`src/rtl/stopwatch_display_mux.sv`:
```
// Scans the stopwatch minute/second counts onto a 4-digit common-anode 7-segment
// display as MM.SS, with a blinking separator and per-frame input snapshots.
module stopwatch_display_mux #(
  parameter int REFRESH_DIV  = 50000,
  parameter int BLANK_CYCLES = 500,
  parameter int BLINK_FRAMES = 125,
  parameter bit LZ_BLANK     = 1'b0
) (
  input  logic       clk,
  input  logic       reset,
  input  logic [5:0] min_count,
  input  logic [5:0] sec_count,
  input  logic       running,
  output logic [3:0] an,
  output logic [6:0] seg,
  output logic       dp
);

  localparam int PW = $clog2(REFRESH_DIV);
  localparam int BW = (BLINK_FRAMES > 1) ? $clog2(BLINK_FRAMES) : 1;

  localparam logic [PW-1:0] PRE_LAST   = PW'(REFRESH_DIV - 1);
  localparam logic [PW-1:0] BLANK_END  = PW'(BLANK_CYCLES);
  localparam logic [BW-1:0] BLINK_LAST = BW'(BLINK_FRAMES - 1);

  localparam logic [3:0] CODE_DASH  = 4'd10;
  localparam logic [3:0] CODE_BLANK = 4'd11;

  // Binary 0..59 to {tens, ones} by restoring subtraction; out-of-range shows dashes.
  function automatic logic [7:0] to_bcd(input logic [5:0] v);
    logic [5:0] r;
    logic [3:0] t;
    if (v >= 6'd60) return {CODE_DASH, CODE_DASH};
    r = v;
    t = 4'd0;
    if (r >= 6'd40) begin r = r - 6'd40; t = t + 4'd4; end
    if (r >= 6'd20) begin r = r - 6'd20; t = t + 4'd2; end
    if (r >= 6'd10) begin r = r - 6'd10; t = t + 4'd1; end
    return {t, 4'(r)};
  endfunction

  function automatic logic [6:0] seg_pattern(input logic [3:0] code);
    case (code)
      4'd0:       return 7'h40;
      4'd1:       return 7'h79;
      4'd2:       return 7'h24;
      4'd3:       return 7'h30;
      4'd4:       return 7'h19;
      4'd5:       return 7'h12;
      4'd6:       return 7'h02;
      4'd7:       return 7'h78;
      4'd8:       return 7'h00;
      4'd9:       return 7'h10;
      CODE_DASH:  return 7'h3F;
      default:    return 7'h7F;
    endcase
  endfunction

  logic [PW-1:0] pre_q, pre_d;
  logic [1:0]    d_q, d_d;
  logic [5:0]    min_snap_q, min_snap_d;
  logic [5:0]    sec_snap_q, sec_snap_d;
  logic [BW-1:0] blink_cnt_q, blink_cnt_d;
  logic          blink_ph_q, blink_ph_d;
  logic [3:0]    an_q, an_d;
  logic [6:0]    seg_q, seg_d;
  logic          dp_q, dp_d;

  logic       slot_end, frame_end;
  logic [7:0] min_bcd, sec_bcd;
  logic [3:0] digit_code;

  assign slot_end  = (pre_q == PRE_LAST);
  assign frame_end = slot_end && (d_q == 2'd3);

  always_comb begin
    // NOTE: every variable gets a default first so no path leaves it unassigned (no latch).
    pre_d       = pre_q + 1'b1;
    d_d         = d_q;
    min_snap_d  = min_snap_q;
    sec_snap_d  = sec_snap_q;
    blink_cnt_d = blink_cnt_q;
    blink_ph_d  = blink_ph_q;

    if (slot_end) begin
      pre_d = '0;
      d_d   = d_q + 2'd1;
    end

    // Snapshots only move at the frame boundary, so one frame never mixes old and new digits.
    if (frame_end) begin
      min_snap_d = min_count;
      sec_snap_d = sec_count;
      if (blink_cnt_q == BLINK_LAST) begin
        blink_cnt_d = '0;
        blink_ph_d  = ~blink_ph_q;
      end else begin
        blink_cnt_d = blink_cnt_q + 1'b1;
      end
    end
  end

  always_comb begin
    min_bcd    = to_bcd(min_snap_q);
    sec_bcd    = to_bcd(sec_snap_q);
    digit_code = CODE_BLANK;
    case (d_q)
      2'd0: digit_code = sec_bcd[3:0];
      2'd1: digit_code = sec_bcd[7:4];
      2'd2: digit_code = min_bcd[3:0];
      2'd3: digit_code = (LZ_BLANK && (min_bcd[7:4] == 4'd0)) ? CODE_BLANK : min_bcd[7:4];
      default: digit_code = CODE_BLANK;
    endcase

    an_d  = (pre_q < BLANK_END) ? 4'b1111 : ~(4'b0001 << d_q);
    seg_d = seg_pattern(digit_code);
    // running is used live so the separator reacts within one cycle.
    dp_d  = ~((d_q == 2'd2) && (pre_q >= BLANK_END) && (!running || blink_ph_q));
  end

  always_ff @(posedge clk or posedge reset) begin
    if (reset) begin
      pre_q       <= '0;
      d_q         <= 2'd0;
      min_snap_q  <= 6'd0;
      sec_snap_q  <= 6'd0;
      blink_cnt_q <= '0;
      blink_ph_q  <= 1'b0;
      an_q        <= 4'b1111;
      seg_q       <= 7'h7F;
      dp_q        <= 1'b1;
    end else begin
      // NOTE: non-blocking assignments so every register samples pre-edge values.
      pre_q       <= pre_d;
      d_q         <= d_d;
      min_snap_q  <= min_snap_d;
      sec_snap_q  <= sec_snap_d;
      blink_cnt_q <= blink_cnt_d;
      blink_ph_q  <= blink_ph_d;
      an_q        <= an_d;
      seg_q       <= seg_d;
      dp_q        <= dp_d;
    end
  end

  assign an  = an_q;
  assign seg = seg_q;
  assign dp  = dp_q;

endmodule
```
`config.mk`:
```
export PLATFORM = sky130hd
export DESIGN_NAME = stopwatch_display_mux
export DESIGN_NICKNAME = d
export VERILOG_FILES = /design/src/rtl/stopwatch_display_mux.sv
export SDC_FILE = /design/constraint.sdc
export NUM_CORES = 1
export LEC_CHECK = 0
export CELL_PAD_IN_SITES_DETAIL_PLACEMENT = 2
export CELL_PAD_IN_SITES_GLOBAL_PLACEMENT = 2
export CORE_MARGIN = 1.5
export CORE_UTILIZATION = 35
export DETAILED_ROUTE_END_ITERATION = 10
export PLACE_DENSITY = 0.8
export SYNTH_ARGS = -nofsm -noshare
export SYNTH_HDL_FRONTEND = slang
export SYNTH_SLANG_ARGS = --single-unit
```
`constraint.sdc`:
```
create_clock -name clk -period 9.6 [get_ports clk]
set_input_delay 2.88 -clock clk [delete_from_list [all_inputs] [get_ports clk]]
set_output_delay 2.88 -clock clk [all_outputs]
set_load 0.1 [all_outputs]
```
==> flow_metrics.py <==
metrics = {
    "sta": {
        "fin_crit_ns": 4.87,
        "max_freq_mhz": 206,
        "grt_setup_unrepaired": "false",
        "tightest_slew_ns": 1.08,
        "finalClockSkew_ns": 0.00729,
        "slew_headroom_pct": 27.8,
        "hold_viol": 0,
        "setup_slack_ns": 4.73,
        "fin_crit_sh_pct": 50.7,
        "tns_ns": 0,
        "setup-violations-final": 0,
        "fin_hold_ws_ns": 0.483,
        "drv_slew": 0,
    },
    "power_and_ir_drop": {
        "power.share.clock_pct": 38.6,
        "power.leakage_nw": 1.58,
        "sw_frac_of_total_pct": 23.4,
        "p_sw_mw": 0.0841,
        "peakVddDrop_v": 0.0000432,
        "comb_power_share_pct": 2.8,
        "finalPower_mw": 0.359,
        "power.internal_mw": 0.275,
        "p_seq_share_pct": 58.6,
        "pwr_density_cell_nw_per_um2": 98.8,
    },
    "routing": {
        "routed_wirelength_mm": 8.20,
        "drt_first_pass_iters": 4,
        "via_per_inst": 5.53,
        "final_antenna_net_count": 0,
        "drt-wirelength-per-cell_um": 17.2,
        "vias": 2638,
        "drt_iter0_drc": 67,
        "drc_errors": 0,
    },
    "worst_setup_path": {
        "cp.required_ns": 6.72,
        "worst_path_max_delay_cell": "clkdlybuf4s50_1",
        "slowest_delay_ns": 1.13,
        "start_kind": "register",
        "cp-end-kind": "primary output",
        "path_delay_family": "buffers and inverters",
        "critPathKind": "register to primary output",
        "reg2reg_depth": 17,
        "path_buf_inv": 1,
        "crit_fanout": 1,
        "critical_path_depth": 1,
        "cp_data_arrival_time_ns": 1.99,
        "path_cells": "clkdlybuf4s50_1",
    },
    "yosys": {
        "ys_async_sr_fraction_pct": 100,
        "synth_area_leaders": "dfrtp_1 (30%), dfstp_2 (9.9%), ha_1 (7.8%), o21ai_0 (4.1%), nand2_1 (4.0%)",
        "yosysWarnings": 0,
        "yosys.area.top_type_share_pct": 29.8,
        "synthFlopType": "dfrtp_1",
        "yosys.area.top_type": "dfrtp_1",
        "synth_edf_count": 0,
        "syn_area_um2": 3190,
        "synthCells": 346,
        "synth-seq-cells": 50,
        "synthesis.nets": 381,
        "synthDistinctLibCells": 70,
        "synth_seq_area_share_pct": 39.7,
        "syn_avg_cell_area_um2": 9.22,
    },
    "clocking": {
        "clock_sinks": 50,
        "post_cts_buffers": 0,
        "clk_latency_ns": 0.31,
        "cts_tree": "done",
        "ctsHoldBuffers": 0,
        "cts_buffer_depth": 2,
        "numCtsBuffers": 5,
        "path_clk_slew_ns": 0.10,
        "cts_resized": 0,
        "root_buffer": "clkbuf_8",
        "htree_levels": 2,
    },
    "final_layout": {
        "n_fill_cell": 952,
        "drive_gt1_share_pct": 11.1,
        "utilization_pct": 41.5,
        "diodes": 0,
        "syn_to_final_growth_pct": 14.0,
        "nets": 403,
    },
    "job": {
        "max_cap_viol_count": 0,
    },
    "global_routing": {
        "track_usage_pct": 18.3,
        "overflow": 0,
        "grt_pass1_vias": 2951,
        "grt_pass1_wl_mm": 14.5,
        "antenna_found_initial": 0,
        "grt_max_degree": 51,
    },
    "placement": {
        "preCtsSetupSlack_ns": 5.07,
        "post-dp-hpwl_mm": 6.13,
        "gp_congestion": 0.774,
        "port_buffers": 26,
    },
    "floorplanning": {
        "die_w_um": 98.5,
        "start_util_pct": 36.4,
        "dieHeight_um": 98.5,
        "ios": 27,
        "core_um2": 8760,
        "die-area_um2": 9700,
        "num_rows": 34,
    },
    "status": {
        "status": "completed",
    },
    "worst_hold_path": {
        "hold_path_depth": 1,
        "holdCritPathClass": "register to register",
    },
}
[sequential cells by signal, summed over array words and instances, names as in the netlist]
signal,cells
sec_snap_q,6
min_snap_q,6
d_q,2
blink_ph_q,1
dp,1
pre_q,16
blink_cnt_q,7
seg,7
an,4
[layout by cell type (no fill, tap or decap), types with 8 or more instances in the layout]
cell type,instances
nor2_1,26
clkdlybuf4s50_1,26
xor2_1,12
dfstp_2,12
o21ai_0,26
nand3_1,12
inv_1,20
nand2_1,34
a21oi_1,9
nand2b_1,8
xnor2_1,11
ha_1,20
nor3_1,10
dfrtp_1,38
[synth_stat cells (8+ instances only)]
cell type  instances
dfrtp_1           38
nand2_1           34
nor2_1            26
o21ai_0           26
inv_1             21
ha_1              20
dfstp_2           12
nand3_1           12
xor2_1            12
xnor2_1           11
nor3_1            10
a21oi_1            9
clkbuf_1           8
nand2b_1           8
[layer usage]
layer,vias up,GRT usage [%],routed length (um)
li1,1270,-,-
met1,1346,23.3,3730
met2,17,33.0,4300
met3,5,2.55,108
met4,0,3.58,59
met5,-,0,0
[worst paths after layout]
check                      slack, ns                      start                      to
setup / recovery                4.73            an[2]$_DFF_PP1_                   an[2]
hold / removal                  0.48     blink_ph_q$_DFFE_PP0P_  blink_ph_q$_DFFE_PP0P_
setup reg to reg                5.24  sec_snap_q[5]$_DFFE_PP0P_        seg[3]$_DFF_PP1_
hold reg to reg                 0.48     blink_ph_q$_DFFE_PP0P_  blink_ph_q$_DFFE_PP0P_
max in group asynchronous       5.79                      reset     pre_q[12]$_DFF_PP0_
min in group asynchronous       3.15                      reset  blink_ph_q$_DFFE_PP0P_
[metrics by stage]
step,cell area (um^2),std cells
after floorplan,3190,346
after global placement,3540,469
after detailed placement,3540,469
after CTS,3640,477
after global routing,3640,477
final,3640,477
[power by group through the flow]
stage / Combinational (mW) / Sequential, mW / Clock, mW
2_1_floorplan: 0.00319 / 0.215 / 0
3_3_place_gp: 0.0103 / 0.215 / 0
3_5_place_dp: 0.0106 / 0.215 / 0
4_1_cts: 0.0105 / 0.211 / 0.146
5_1_grt: 0.0115 / 0.211 / 0.152
6_report: 0.0100 / 0.211 / 0.139
[logic make-up (layout without fill, tap and decap cells)]
family	Yosys count	in the layout	synth area share, %
compound gates	81	81	18.6
buf+inv	35	58	4.43
simple gates	134	134	22.1
xor+xnor	23	23	6.31
mux	3	3	1.02
fa+ha+maj	20	20	7.84
flops	50	50	39.7
[final cells by class]
class                      instances  area (um^2)  share of cell area (%)
clock buffer                       6         82.6                    2.27
clock inverter                     2         16.3                   0.447
inverter                          23         86.3                    2.37
multi-input combinational        261         1780                    49.0
sequential                        50         1270                    34.8
tap                              108          135                    3.72
timing repair buffer              27          268                    7.36
(Power assumes the default switching activity.)
